### src/rtl/dlfloat_result_serializer.sv
// rtl/dlfloat_result_serializer.sv - DLFloat result FIFO with low-byte-first byte serializer
// Buffers 16-bit results and emits each as two bytes with NaN/zero tags and a saturating word count.
module dlfloat_result_serializer #(
  parameter int DEPTH = 4
) (
  input  logic        clk,
  input  logic        rst_n,
  input  logic        clear,
  input  logic        in_valid,
  input  logic [15:0] in_data,
  output logic        in_ready,
  output logic [7:0]  out_byte,
  output logic        out_valid,
  input  logic        out_ready,
  output logic        out_hi,
  output logic        flag_nan,
  output logic        flag_zero,
  output logic [7:0]  word_count
);

  localparam int AW = $clog2(DEPTH);
  localparam logic [AW:0] PTR_ONE = {{AW{1'b0}}, 1'b1};

  localparam logic [1:0] S_IDLE = 2'd0;
  localparam logic [1:0] S_LO   = 2'd1;
  localparam logic [1:0] S_HI   = 2'd2;

  logic [15:0] mem [DEPTH];
  logic [AW:0] wr_ptr;
  logic [AW:0] rd_ptr;
  logic [1:0]  state;
  logic [15:0] hold;
  logic        nan_q;
  logic        zero_q;
  logic [7:0]  wc_q;

  logic        full;
  logic        empty;
  logic        push;
  logic        pop;
  logic [15:0] head;

  // Extra pointer MSB distinguishes full from empty when the index bits match.
  assign full  = (wr_ptr[AW] != rd_ptr[AW]) && (wr_ptr[AW-1:0] == rd_ptr[AW-1:0]);
  assign empty = (wr_ptr == rd_ptr);
  assign head  = mem[rd_ptr[AW-1:0]];

  assign in_ready = !full;
  assign push     = in_valid && !full && !clear;
  assign pop      = !empty && !clear &&
                    ((state == S_IDLE) || ((state == S_HI) && out_ready));

  always_ff @(posedge clk) begin
    if (push) begin
      mem[wr_ptr[AW-1:0]] <= in_data;
    end
  end

  always_ff @(posedge clk or negedge rst_n) begin
    if (!rst_n) begin
      wr_ptr <= '0;
      rd_ptr <= '0;
      state  <= S_IDLE;
      hold   <= '0;
      nan_q  <= 1'b0;
      zero_q <= 1'b0;
      wc_q   <= '0;
    end else if (clear) begin
      wr_ptr <= '0;
      rd_ptr <= '0;
      state  <= S_IDLE;
      hold   <= '0;
      nan_q  <= 1'b0;
      zero_q <= 1'b0;
      wc_q   <= '0;
    end else begin
      if (push) begin
        wr_ptr <= wr_ptr + PTR_ONE;
      end
      if (pop) begin
        rd_ptr <= rd_ptr + PTR_ONE;
        hold   <= head;
        nan_q  <= (head == 16'hFFFF);
        zero_q <= (head == 16'h0000);
        state  <= S_LO;
      end else begin
        case (state)
          S_LO: begin
            if (out_ready) begin
              state <= S_HI;
            end
          end
          S_HI: begin
            if (out_ready) begin
              state  <= S_IDLE;
              nan_q  <= 1'b0;
              zero_q <= 1'b0;
            end
          end
          default: state <= S_IDLE;
        endcase
      end
      if ((state == S_HI) && out_ready && (wc_q != 8'hFF)) begin
        wc_q <= wc_q + 8'd1;
      end
    end
  end

  assign out_valid  = (state == S_LO) || (state == S_HI);
  assign out_hi     = (state == S_HI);
  assign flag_nan   = nan_q;
  assign flag_zero  = zero_q;
  assign word_count = wc_q;

  always_comb begin
    out_byte = 8'h00;
    if (state == S_LO) begin
      out_byte = hold[7:0];
    end else if (state == S_HI) begin
      out_byte = hold[15:8];
    end
  end

endmodule

### config.mk
export PLATFORM = sky130hd
export DESIGN_NAME = dlfloat_result_serializer
export DESIGN_NICKNAME = d
export VERILOG_FILES = /design/src/rtl/dlfloat_result_serializer.sv
export SDC_FILE = /design/constraint.sdc
export NUM_CORES = 1
export LEC_CHECK = 0
export CORE_ASPECT_RATIO = 2
export CORE_MARGIN = 3
export CORE_UTILIZATION = 58
export CTS_BUF_LIST = sky130_fd_sc_hd__clkbuf_8
export DETAILED_ROUTE_END_ITERATION = 8
export HOLD_SLACK_MARGIN = 0.02
export PLACE_DENSITY_LB_ADDON = 0.05
export SLEW_MARGIN = 5
export SYNTH_ARGS = -nofsm -noshare
export SYNTH_HDL_FRONTEND = slang
export SYNTH_SLANG_ARGS = --single-unit
### constraint.sdc
create_clock -name clk -period 3.1 [get_ports clk]
set_clock_uncertainty 0.15 [all_clocks]
set_input_delay 0.62 -clock clk [delete_from_list [all_inputs] [get_ports clk]]
set_output_delay 0.62 -clock clk [all_outputs]
set_load 0.01 [all_outputs]
==> summary.txt <==
Clock network
  – H-Tree Depth: 3
  – CTS root buffer: clkbuf_8
  – Worst skew pair latency: 0.36 ns
  – Post_cts resized: 0
  – CTS buffer count: 9
  – Postcts setup bufs: 0
  – TritonCTS clock tree: yes
  – CTS Buffer Depth: 2
  – Clock-pin transition on the worst setup and hold timing paths: 0.09 ns
  – Clock Sinks: 98
  – Hold_buf cts: 0

Power
  – Logic gate share of total power: 26.5%
  – P_sw: 0.998 mW
  – Int Pwr: 2.28 mW
  – Clock Power Share: 24.4%
  – Net switching fraction of the power: 30.5%
  – P per Cell Area: 658 mW/mm²
  – Lkg Pwr: 1.82 nW
  – Peak supply drop: 0.438 mV
  – Seq pwr share: 49.1%

STA
  – Final hold violations: 0
  – Period utilization: 94.8%
  – # setup viols final: 0
  – Least-Margin Pin Slew: 0.754 ns
  – Unrepaired setup endpoints after global routing: false
  – Relative slew slack: 49.0%
  – Peak Freq: 340 MHz
  – Max Slew Vio Count: 0
  – Setup TNS: 0 ns
  – Minimum clock period: 2.94 ns

Routing
  – Iteration-0 DRC Markers: 195
  – DRC errors left: 0
  – Post-Route WL: 7.53 mm
  – Antenna violation net count after detailed routing: 0
  – DR vias/cell: 5.67
  – Via count: 2528
  – Drt first pass iters: 4
  – Wirelength per Cell: 16.9 µm

Synthesis
  – Leading area contributor after synthesis: edfxtp_1
  – Synth unique cells: 42
  – Syn. warnings: 0
  – Primary FF master, synth: edfxtp_1
  – Async set or reset register ratio after synthesis: 34.7%
  – #FFs+latches synth: 98
  – Synth Net Count: 333
  – Top post-synthesis cells by area: edfxtp_1, dfrtp_1, mux4_1, nand2_1, o21ai_0
  – Most common cell in the synthesized netlist: edfxtp_1
  – Avg Cell Area, Syn: 14.1 µm²
  – Post-synthesis cell count: 302
  – Sequential share of the synthesized area: 65.1%
  – Synth cell count leaders: edfxtp_1, nand2_1, dfrtp_1
  – EDFF count, synth: 64
  – Mapped Area: 0.00426 mm²
  – Share of the synthesized area in the top cell type: 45.1%

Critical path
  – Crit-path max FO: 13
  – CP required: 2.33 ns
  – Arrival @ worst endpoint: 2.17 ns
  – Crit Path Class: flop to primary output
  – Crit path capture type: primary output
  – Worst setup SP type: flop

Run
  – Max cap viols: 0

GRT
  – GRT overflow: 0
  – Vias in the first global route: 2538
  – First-pass GRT wire length: 12.4 mm
  – Total GRT Usage: 19.8%
  – Largest net degree at the start of global routing: 35
  – Initial antenna violation count: 0

Layout
  – Area Growth Syn to Fin: 16.8%
  – Layout cells sized above 1: 8.71%
  – Fillers: 504
  – N_diodes: 0
  – Net count, final: 382
  – Final core utilization: 70.6%

Die
  – Die area: 0.00847 mm²
  – Placement Rows: 43
  – Initial Utilization: 60.4%
  – Vert. Die Dim: 127 µm
  – Chip Width: 66.6 µm
  – Top Ports: 42
  – Core area: 0.00705 mm²

Hold path
  – Worst min-delay path class: flop to flop

Placed design
  – Final HPWL DP: 5.20 mm
  – Port Buffers: 41
  – RD Place Congestion: 0.750

Status
  – Outcome: completed
==> cell usage in the layout (no fill, tap or decap), drive strengths merged, types with 5 or more instances in the layout <==
cell	n
edfxtp	64
nand2	50
clkdlybuf4s50	41
dfrtp	34
o21ai	30
mux4	16
nor2	15
buf	11
ha	10
inv	10
clkbuf	9
nand3	8
xnor2	6
xor2	5
and2	5
==> layout make-up <==
cell class | instances | area [µm²] | area share [%]
Sequential cell | 98 | 2770 | 55.7
Multi-Input combinational cell | 182 | 1370 | 27.6
Timing Repair Buffer | 52 | 493 | 9.91
Clock buffer | 9 | 124 | 2.49
Tap cell | 90 | 113 | 2.26
Clock inverter | 7 | 68.8 | 1.38
Inverter | 8 | 30.0 | 0.604
==> power groups by stage <==
stage	clock, mW	sequential (mW)	combinational [mW]
floorplan	0	1.61	0.626
global placement	0	1.63	0.860
detailed placement	0	1.64	0.875
CTS	0.821	1.61	0.879
global route	0.872	1.62	0.967
finish	0.800	1.61	0.867
==> sequential cells by signal, indices dropped and copies added (netlist names) <==
name and cells:
mem 64, hold 16, word_count 8, rd_ptr 3, wr_ptr 3, state 2
flag_nan 1, flag_zero 1
==> cell families after synthesis <==
| kind of cell | share of synthesized area (%) |
|---|---|
| buf+inv | 2.67 |
| mux | 10.1 |
| fa+ha+maj | 2.94 |
| flops | 65.1 |
| compound gates | 6.55 |
| simple gates | 10.4 |
| xor+xnor | 2.26 |
==> per-layer routing <==
metal	up-vias	track usage [%]	wire length, µm	part of all wire, %
met2	43	34.4	4090	54
li1	1223	-	-	-
met4	0	8.38	148	2.0
met5	-	0	0	0
met3	10	3.25	234	3.1
met1	1252	23.9	3050	41
==> final timing paths <==
path | endpoint | cells after the start | slack [ns] | startpoint
min in group asynchronous | word_count[3] | 2 | 0.51 | rst_n
hold / removal | hold[3] | 1 | 0.39 | hold[3]
hold reg to reg | hold[3] | 1 | 0.39 | hold[3]
setup / recovery | out_byte[6] | 5 | 0.16 | state[0]
max in group asynchronous | hold[1] | 2 | 1.96 | rst_n
setup reg to reg | hold[15] | 6 | 0.79 | state[0]
==> worst max-delay path: stages (launching register included) <==
cell and delay [ns]:
dfrtp_1 0.40, inv_1 0.10, ha_1 0.45, nand2_1 0.10, o21ai_0 0.19, clkdlybuf4s50_1 0.57
==> per-stage QoR <==
stage                     hold slack (ns)  total power [mW]  instances  area (µm²)  worst slack (ns)
after floorplan                     0.174              2.24        302        4260             0.942
after global placement              0.360              2.49        430        4780             0.558
after detailed placement            0.366              2.51        430        4780             0.524
after CTS                           0.387              3.31        446        4970             0.118
after global routing                0.413              3.46        446        4970            0.0159
final                               0.386              3.28        446        4970             0.160
No activity file was read; power rests on OpenSTA's default activity.
